File: src/rtl/serial_paralelo_align.sv
// Lane-to-word deserialiser with sliding comma search, lock FSM and resync.
// Optional loss-of-sync watchdog: define SERPAR_WATCHDOG_EN.
module serial_paralelo_align #(
    parameter int                LANE_W     = 2,
    parameter int                WORD_W     = 8,
    parameter logic [WORD_W-1:0] COMMA      = WORD_W'(8'hBC),
    parameter int                LOCK_COUNT = 4,
    parameter int                WDOG_WORDS = 16
) (
    input  logic              clk16,
    input  logic              reset16,
    input  logic [LANE_W-1:0] serial,
    input  logic              resync,
    output logic [WORD_W:0]   out_paralelo,
    output logic              word_stb,
    output logic              locked,
    output logic              los
);

    localparam int BEATS = WORD_W / LANE_W;
    localparam int BW    = $clog2(BEATS);
    localparam logic [BW-1:0] LAST = BW'(BEATS - 1);
    localparam logic [7:0]    LOCK_N = 8'(LOCK_COUNT);

    typedef enum logic [1:0] {
        HUNT   = 2'd0,
        SYNC   = 2'd1,
        LOCKED = 2'd2
    } state_t;

    state_t state, state_n;

    // Only the low bits of the shift register are ever looked at again.
    logic [WORD_W-LANE_W-1:0] sr;
    logic [WORD_W-1:0]        window;
    logic [BW-1:0]            beat, beat_n;
    logic [7:0]               cnt, cnt_n;
    logic                     boundary;
    logic                     is_comma;
    logic                     emit;

    assign window   = {sr, serial};
    assign boundary = (beat == LAST);
    assign is_comma = (window == COMMA);

`ifdef SERPAR_WATCHDOG_EN
    localparam int WW = $clog2(WDOG_WORDS + 1);
    localparam logic [WW-1:0] WD_LAST = WW'(WDOG_WORDS - 1);

    logic [WW-1:0] wd, wd_n;
    logic          los_n;
`endif

    always_comb begin
        state_n = state;
        beat_n  = boundary ? '0 : beat + 1'b1;
        cnt_n   = cnt;
        emit    = 1'b0;
`ifdef SERPAR_WATCHDOG_EN
        wd_n    = wd;
        los_n   = 1'b0;
`endif
        case (state)
            HUNT: begin
                if (is_comma) begin
                    beat_n  = '0;
                    cnt_n   = 8'd1;
                    state_n = (LOCK_COUNT == 1) ? LOCKED : SYNC;
                end
            end
            SYNC: begin
                if (boundary) begin
                    if (is_comma) begin
                        cnt_n = cnt + 8'd1;
                        if (cnt + 8'd1 == LOCK_N)
                            state_n = LOCKED;
                    end else begin
                        cnt_n   = '0;
                        state_n = HUNT;
                    end
                end
            end
            LOCKED: begin
                if (boundary) begin
                    emit = 1'b1;
`ifdef SERPAR_WATCHDOG_EN
                    if (is_comma) begin
                        wd_n = '0;
                    end else if (wd == WD_LAST) begin
                        los_n   = 1'b1;
                        state_n = HUNT;
                        wd_n    = '0;
                    end else begin
                        wd_n = wd + 1'b1;
                    end
`endif
                end
            end
            default: begin
                state_n = HUNT;
                cnt_n   = '0;
            end
        endcase

        // resync beats any boundary or comma seen in the same cycle
        if (resync) begin
            state_n = HUNT;
            cnt_n   = '0;
            emit    = 1'b0;
        end
`ifdef SERPAR_WATCHDOG_EN
        if (resync)
            los_n = 1'b0;
        if (state_n != LOCKED)
            wd_n = '0;
`endif
    end

    always_ff @(posedge clk16 or posedge reset16) begin
        if (reset16) begin
            sr           <= '1;
            beat         <= '0;
            cnt          <= '0;
            state        <= HUNT;
            out_paralelo <= '0;
            word_stb     <= 1'b0;
            locked       <= 1'b0;
        end else begin
            sr       <= window[WORD_W-LANE_W-1:0];
            beat     <= beat_n;
            cnt      <= cnt_n;
            state    <= state_n;
            word_stb <= emit;
            locked   <= (state_n == LOCKED);
            if (resync)
                out_paralelo[WORD_W] <= 1'b0;
            else if (emit)
                out_paralelo <= {~is_comma, window};
        end
    end

`ifdef SERPAR_WATCHDOG_EN
    always_ff @(posedge clk16 or posedge reset16) begin
        if (reset16) begin
            wd  <= '0;
            los <= 1'b0;
        end else begin
            wd  <= wd_n;
            los <= los_n;
        end
    end
`else
    assign los = 1'b0;
`endif

endmodule
File: config.mk
export PLATFORM = sky130hd
export DESIGN_NAME = serial_paralelo_align
export DESIGN_NICKNAME = d
export VERILOG_FILES = /design/src/rtl/serial_paralelo_align.sv
export SDC_FILE = /design/constraint.sdc
export NUM_CORES = 1
export LEC_CHECK = 0
export CORE_ASPECT_RATIO = 0.75
export CORE_MARGIN = 10
export CORE_UTILIZATION = 40
export CTS_CLUSTER_DIAMETER = 80
export CTS_CLUSTER_SIZE = 8
export DETAILED_ROUTE_END_ITERATION = 16
export GPL_ROUTABILITY_DRIVEN = 0
export PLACE_DENSITY = 0.67
export SETUP_SLACK_MARGIN = 0.2
export SYNTH_ARGS = -nofsm -noshare
export SYNTH_HDL_FRONTEND = slang
export SYNTH_SLANG_ARGS = --single-unit
File: constraint.sdc
create_clock -name clk16 -period 3.9 [get_ports clk16]
set_input_delay 0.975 -clock clk16 [delete_from_list [all_inputs] [get_ports clk16]]
set_output_delay 0.975 -clock clk16 [all_outputs]
set_load 0.01 [all_outputs]
Word level (Yosys, flattened, before mapping)

Cells that the tools add are included.

Divide/modulo/power cells: 0
Shift operators: 0
Add/sub/neg operators: 2
Order comparisons: 0
Reduce and logical (&&, ||, !) cells: 4
Multiply operators: 0
Bitwise logic cells: 2
Equal/unequal tests: 9
Multiplexer cells: 19

Operator list:

| kind                                                                  | count |
|---|---|
| 8-bit two-way mux                                                     | 4 |
| 8-bit one-hot mux with 3 select lines                                 | 1 |
| 2-bit two-way mux                                                     | 8 |
| 9-bit two-way mux                                                     | 1 |
| 8-bit by 1-bit adder with 8-bit output, second input constant         | 1 |
| 8-bit by 3-bit equality test with 1-bit output, second input constant | 1 |
| 8-bit equality test, second input constant                            | 1 |
| 2-bit equality test, second input constant                            | 3 |
| 3-bit != test, second input constant                                  | 2 |
| 2-bit one-hot mux with 3 select lines                                 | 1 |
| 1-bit two-way mux                                                     | 4 |
| 3-bit AND reduction                                                   | 1 |
| 2-bit by 1-bit adder with 2-bit output, second input constant         | 1 |
| 2-bit by 1-bit equality test with 1-bit output, second input constant | 1 |
| 2-bit zero test                                                       | 1 |
| 2-bit != test, second input constant                                  | 1 |
| 1-bit inverter                                                        | 2 |
| 2-bit AND reduction                                                   | 1 |
| 2-bit nonzero test                                                    | 1 |

ROM bits: 0
Bits in latches: 0
Bits in registers: 29
Logic and storage cells: 44
RAM bits: 0
Memories kept: 0
Input port bits: 5

Longest topological paths before layout

Word-level depth: 8
Mapped depth: 6
Mapped depth without buffers: 5

Worst setup path before layout

No wires, ideal clock.

Kind: in2reg
Start: input port serial[0]
End: register cnt[4]
Data required time: 3.774 ns
Path buffers: 0
Data arrival time: 2.228 ns
Stages on the path: 4
Setup time: 0.126 ns
Path slack: 1.546 ns
Cell sequence: or4b_4 -> nor4_2 -> nor3_1 -> a221o_1

Longest elaborated chain between the ends: 5
Elaborated cells on any way between the ends: 7

Ends and longest elaborated chain:

| item                                  | line | source |
|---|---|---|
| from (decl)                           | 12   | `input logic [LANE_W-1:0] serial,` |
| 8-bit equality test *                 | 44   | `assign is_comma = (window == COMMA);` |
| 8-bit two-way mux                     | 73   | `if (is_comma) begin` |
| 8-bit two-way mux                     | 72   | `if (boundary) begin` |
| 8-bit one-hot mux with 3 select lines | 63   | `case (state)` |
| 8-bit two-way mux                     | 106  | `if (resync) begin` |
| to (signal assigned)                  | 131  | `cnt <= cnt_n;` |
| to (decl)                             | 37   | `logic [7:0] cnt, cnt_n;` |

Every way passes the cells marked *; elsewhere a longest branch is shown, timed or not. The select of a mux whose other input is x is not followed.
A chain may end at the register's enable or synchronous reset.

Final worst setup path

Start: input port serial[0]
End: register cnt[7]

Same word-level chain as after synthesis.

==> results <==
- Summed over all nets, the half-perimeter wirelength after detailed placement is approximately 1800 um.
- Across the routed clock network, the largest skew measured is 0.00269 ns.
- The launching element type of the critical path is a primary input.
- The highest clock rate is ~0.36 GHz.
- The number of nets handed over by synthesis was 114.
- Across all layers, the routed design uses 909 vias.
- 0 antenna diodes ended up in the layout.
- The portion of the post-synthesis area used by sequential elements is 0.554.
- The min-delay analysis places its worst path in the category reg2reg.
- The post-layout net count is roughly 130.
- The core region is 3060 um^2.
- The global-route wire length before repair is 4170 um.
- The largest driver fanout on the critical path is 14.
- The tool flagged a number of max-cap violations equal to 0.
- The number of cells on the worst reg-to-reg path is 4.
- The total number of placement rows is 17.
- The finished cells cover about 1600 um^2.
- The leakage power of the design is 0.000732 uW.
- The number of failing hold endpoints at the final stage is 0.
- The critical register-to-register path startpoint is sr[0].
- Entering global routing, the biggest net connects 30 pins.
- The run finished with clean final reports.
- The number of top-level pins is 17.
- Summing internal, switching and leakage power gives 574 uW.
- After detailed routing, the total wire length is 2500 um.
- The floorplan step set the die height to roughly 70 um.
- The via count of the first global-routing pass is between 800 and 900.
- The max-slew violation total from the final report is 0.
- The die boundary width is roughly 86 um.
- The share of flip-flops with an asynchronous set or reset after synthesis is 1.00.
- The transition at the pin with the smallest max-transition slack is 1.04 ns.
- The cell area after placement is 1500 um^2.
- The worst relative slew slack is 0.308.
- For this run the aggregate overflow at the end of global routing stands at 0.
- Counting flops and latches in the post-synthesis netlist gives 29.
- The clock passes through at most 2 buffers.
- The worst path required time is about 4 ns.
- In the routed layout, each cell is associated on average with a via count of 5.51.
- Setup violations remaining at the end of the flow were counted as 0.
- For this design the ratio of total power to cell area is 363 nW/um^2.
- The die area is 6030 um^2.
- The number of buffers created by CTS is 5.
- The critical path in this run is classified as in2reg.
- TritonCTS built the clock tree.
- At the worst endpoint, the arrival time is 3.01 ns.
- Of the available clock period, the critical path in the final layout requires 0.715.
- Setup repair after global routing left no endpoint under its margin.
- The number of instances in the synthesized netlist is 107.
- The average cell area after synthesis is between 10 and 15 um^2.
- Post-CTS repair changed the size of 0 cells.
- The clock tree root driver cell is sky130_fd_sc_hd__clkbuf_8.
- Timing analysis after detailed placement gives a worst setup slack of 0.831 ns.
- The critical path ends at cnt[7].
- Compared with the post-synthesis result, the final layout area differs by 19.4%.
- In this run the number of H-tree levels came out at 2.
- The post-route setup TNS is 0 ns.
- The count of placed standard cells in the final layout, fillers left out is 165.
- For the worst-skew pair, the clock arrives at the later sink with an insertion delay of between 0.2 and 0.3 ns.
- STA classifies the critical path endpoint as a flip-flop.
- The setup check on the worst reg-to-reg path leaves a slack of 1.81 ns.
- The number of hold-repair buffers added at the cts stage is 0.
- The register clock-pin slew on the reported worst setup and hold paths is approximately 0.06 ns.
- The routed length per instance is about 15 um.
- The detail route stage leaves a number of antenna-violating nets equal to 0.
- The fraction of layout cells with a size suffix above 1 is 0.236.
- The pre-antenna-repair detailed-routing pass consisted of 4 iterations.
- The number of distinct library cell variants in the gate-level netlist after synthesis is 43.
- The number of buffers inserted by post-CTS setup repair is 0.
- The number of buffers added on ports is 15.
- The cell area after synthesis is 1320 um^2.
- After detailed routing, the number of remaining DRC violations is 0.
- For this run, the total global-route usage over all layers was measured as 0.0871.
- The tree built by TritonCTS fans out to 29 sinks.
- Tracing the worst setup path back leads to its startpoint at serial[0].
- The synthesized design contains 0 enable-type register cells.
- The total of warnings raised by yosys is 0.
- The cell count after placement is 157.
- After layout, the minimum clock period comes to 2.79 ns.
- The number of antenna violations at the first check in global routing came to 0.
- The initial utilization of the core area, before any placement, comes to 0.432.
- The post-layout worst setup margin is 1.11 ns.
- For this block, the initial DRC count from the detailed router was 45.
- The endpoint identified for the worst register-to-register timing path is cnt[7].
- The worst supply voltage drop on vdd is roughly 0.00021 V.
- Among all flip-flop cells after synthesis, the most frequent one is sky130_fd_sc_hd__dfrtp_1.
==> registers in the layout, indices dropped and copies added, names as in the netlist <==
register and flops:
out_paralelo 9, cnt 8, sr 6, beat 2
state 2, locked 1, word_stb 1
==> critical path: stages <==
cell and delay [ns]:
sky130_fd_sc_hd__clkdlybuf4s50_1 0.45, sky130_fd_sc_hd__or4b_4 0.60, sky130_fd_sc_hd__nor4b_4 0.60, sky130_fd_sc_hd__nor3b_2 0.27, sky130_fd_sc_hd__a211o_1 0.11
==> worst min path at each step <==
| stage | depth (start not counted) | slack (ns) | startpoint | to |
|---|---|---|---|---|
| finish | 0 | 0.38 | sr[3] | sr[5] |
| floorplan | 0 | 0.36 | sr[0] | sr[2] |
| detailed placement | 0 | 0.37 | sr[3] | sr[5] |
| global placement | 0 | 0.37 | sr[1] | sr[3] |
| global route | 0 | 0.38 | sr[3] | sr[5] |
| CTS | 0 | 0.38 | sr[1] | sr[3] |
==> Yosys cell counts, drive strengths merged (2+ instances only) <==
library cell,number,area (um^2)
a211oi,2,15.0
dfrtp,23,576
nor2,8,30.0
a221o,3,30.0
or2,2,12.5
nand2,3,11.3
a31o,2,17.5
dfstp,6,158
and3,6,37.5
a21boi,2,15.0
and2,2,12.5
buf,3,23.8
inv,2,7.51
mux2,8,90.1
ha,2,25.0
nor4,2,18.8
nor3,2,10.0
nor2b,3,18.8
nand2b,2,12.5
nand3,3,15.0
a211o,2,17.5
nor3b,3,32.5
==> routing by layer <==
metal	up-vias	GRT usage	share of wire
li1	431	-	-
met1	444	0.117	0.50
met2	27	0.113	0.41
met3	7	0.0386	0.070
met4	0	0.0428	0.016
met5	-	0	0
==> final cells by class <==
| cell class | count | area (um^2) |
|---|---|---|
| Sequential cell | 29 | 733 |
| Tap cell | 38 | 47.5 |
| Multi-Input combinational cell | 73 | 559 |
| Timing Repair Buffer | 15 | 150 |
| Inverter | 2 | 7.51 |
| Clock buffer | 6 | 72.6 |
| Clock inverter | 2 | 10.0 |
| Fill cell | 275 | 1480 |
==> cell families after synthesis <==
logic type / count (synthesis) / share of synthesized area
AO/OA/AOI/OAI: 20 / 0.120
XOR/XNOR: 1 / 0.00662
adder cells (fa/ha/maj): 2 / 0.0189
buffers and inverters: 5 / 0.0236
flip-flops: 29 / 0.554
multiplexers: 8 / 0.0681
other: 1 / 0.00283
AND/OR/NAND/NOR: 41 / 0.206
==> power by group <==
group	switching, uW	leakage [uW]	total (uW)	internal (uW)
sequential	5.15	0.000382	317	312
clock	110	0.0000450	234	123
combinational	14.0	0.000305	23.5	9.51
total	130	0.000732	574	445
==> layout by cell type, fill, tap and decap left out, drive strengths merged, types with 3 or more instances in the layout <==
master          n
a221o           3
and3            6
clkbuf          6
clkdlybuf4s50  15
dfrtp          23
dfstp           6
mux2            8
nand2           3
nand3           3
nor2            8
nor2b           3
nor3b           3
==> per-stage QoR <==
stage	hold slack (ns)	util
floorplan	0.356	-
global placement	0.366	0.489
CTS	0.376	0.516
global route	0.384	0.516
detailed placement	0.367	0.489
finish	0.376	0.516
Power figures use the tool's default switching activity.
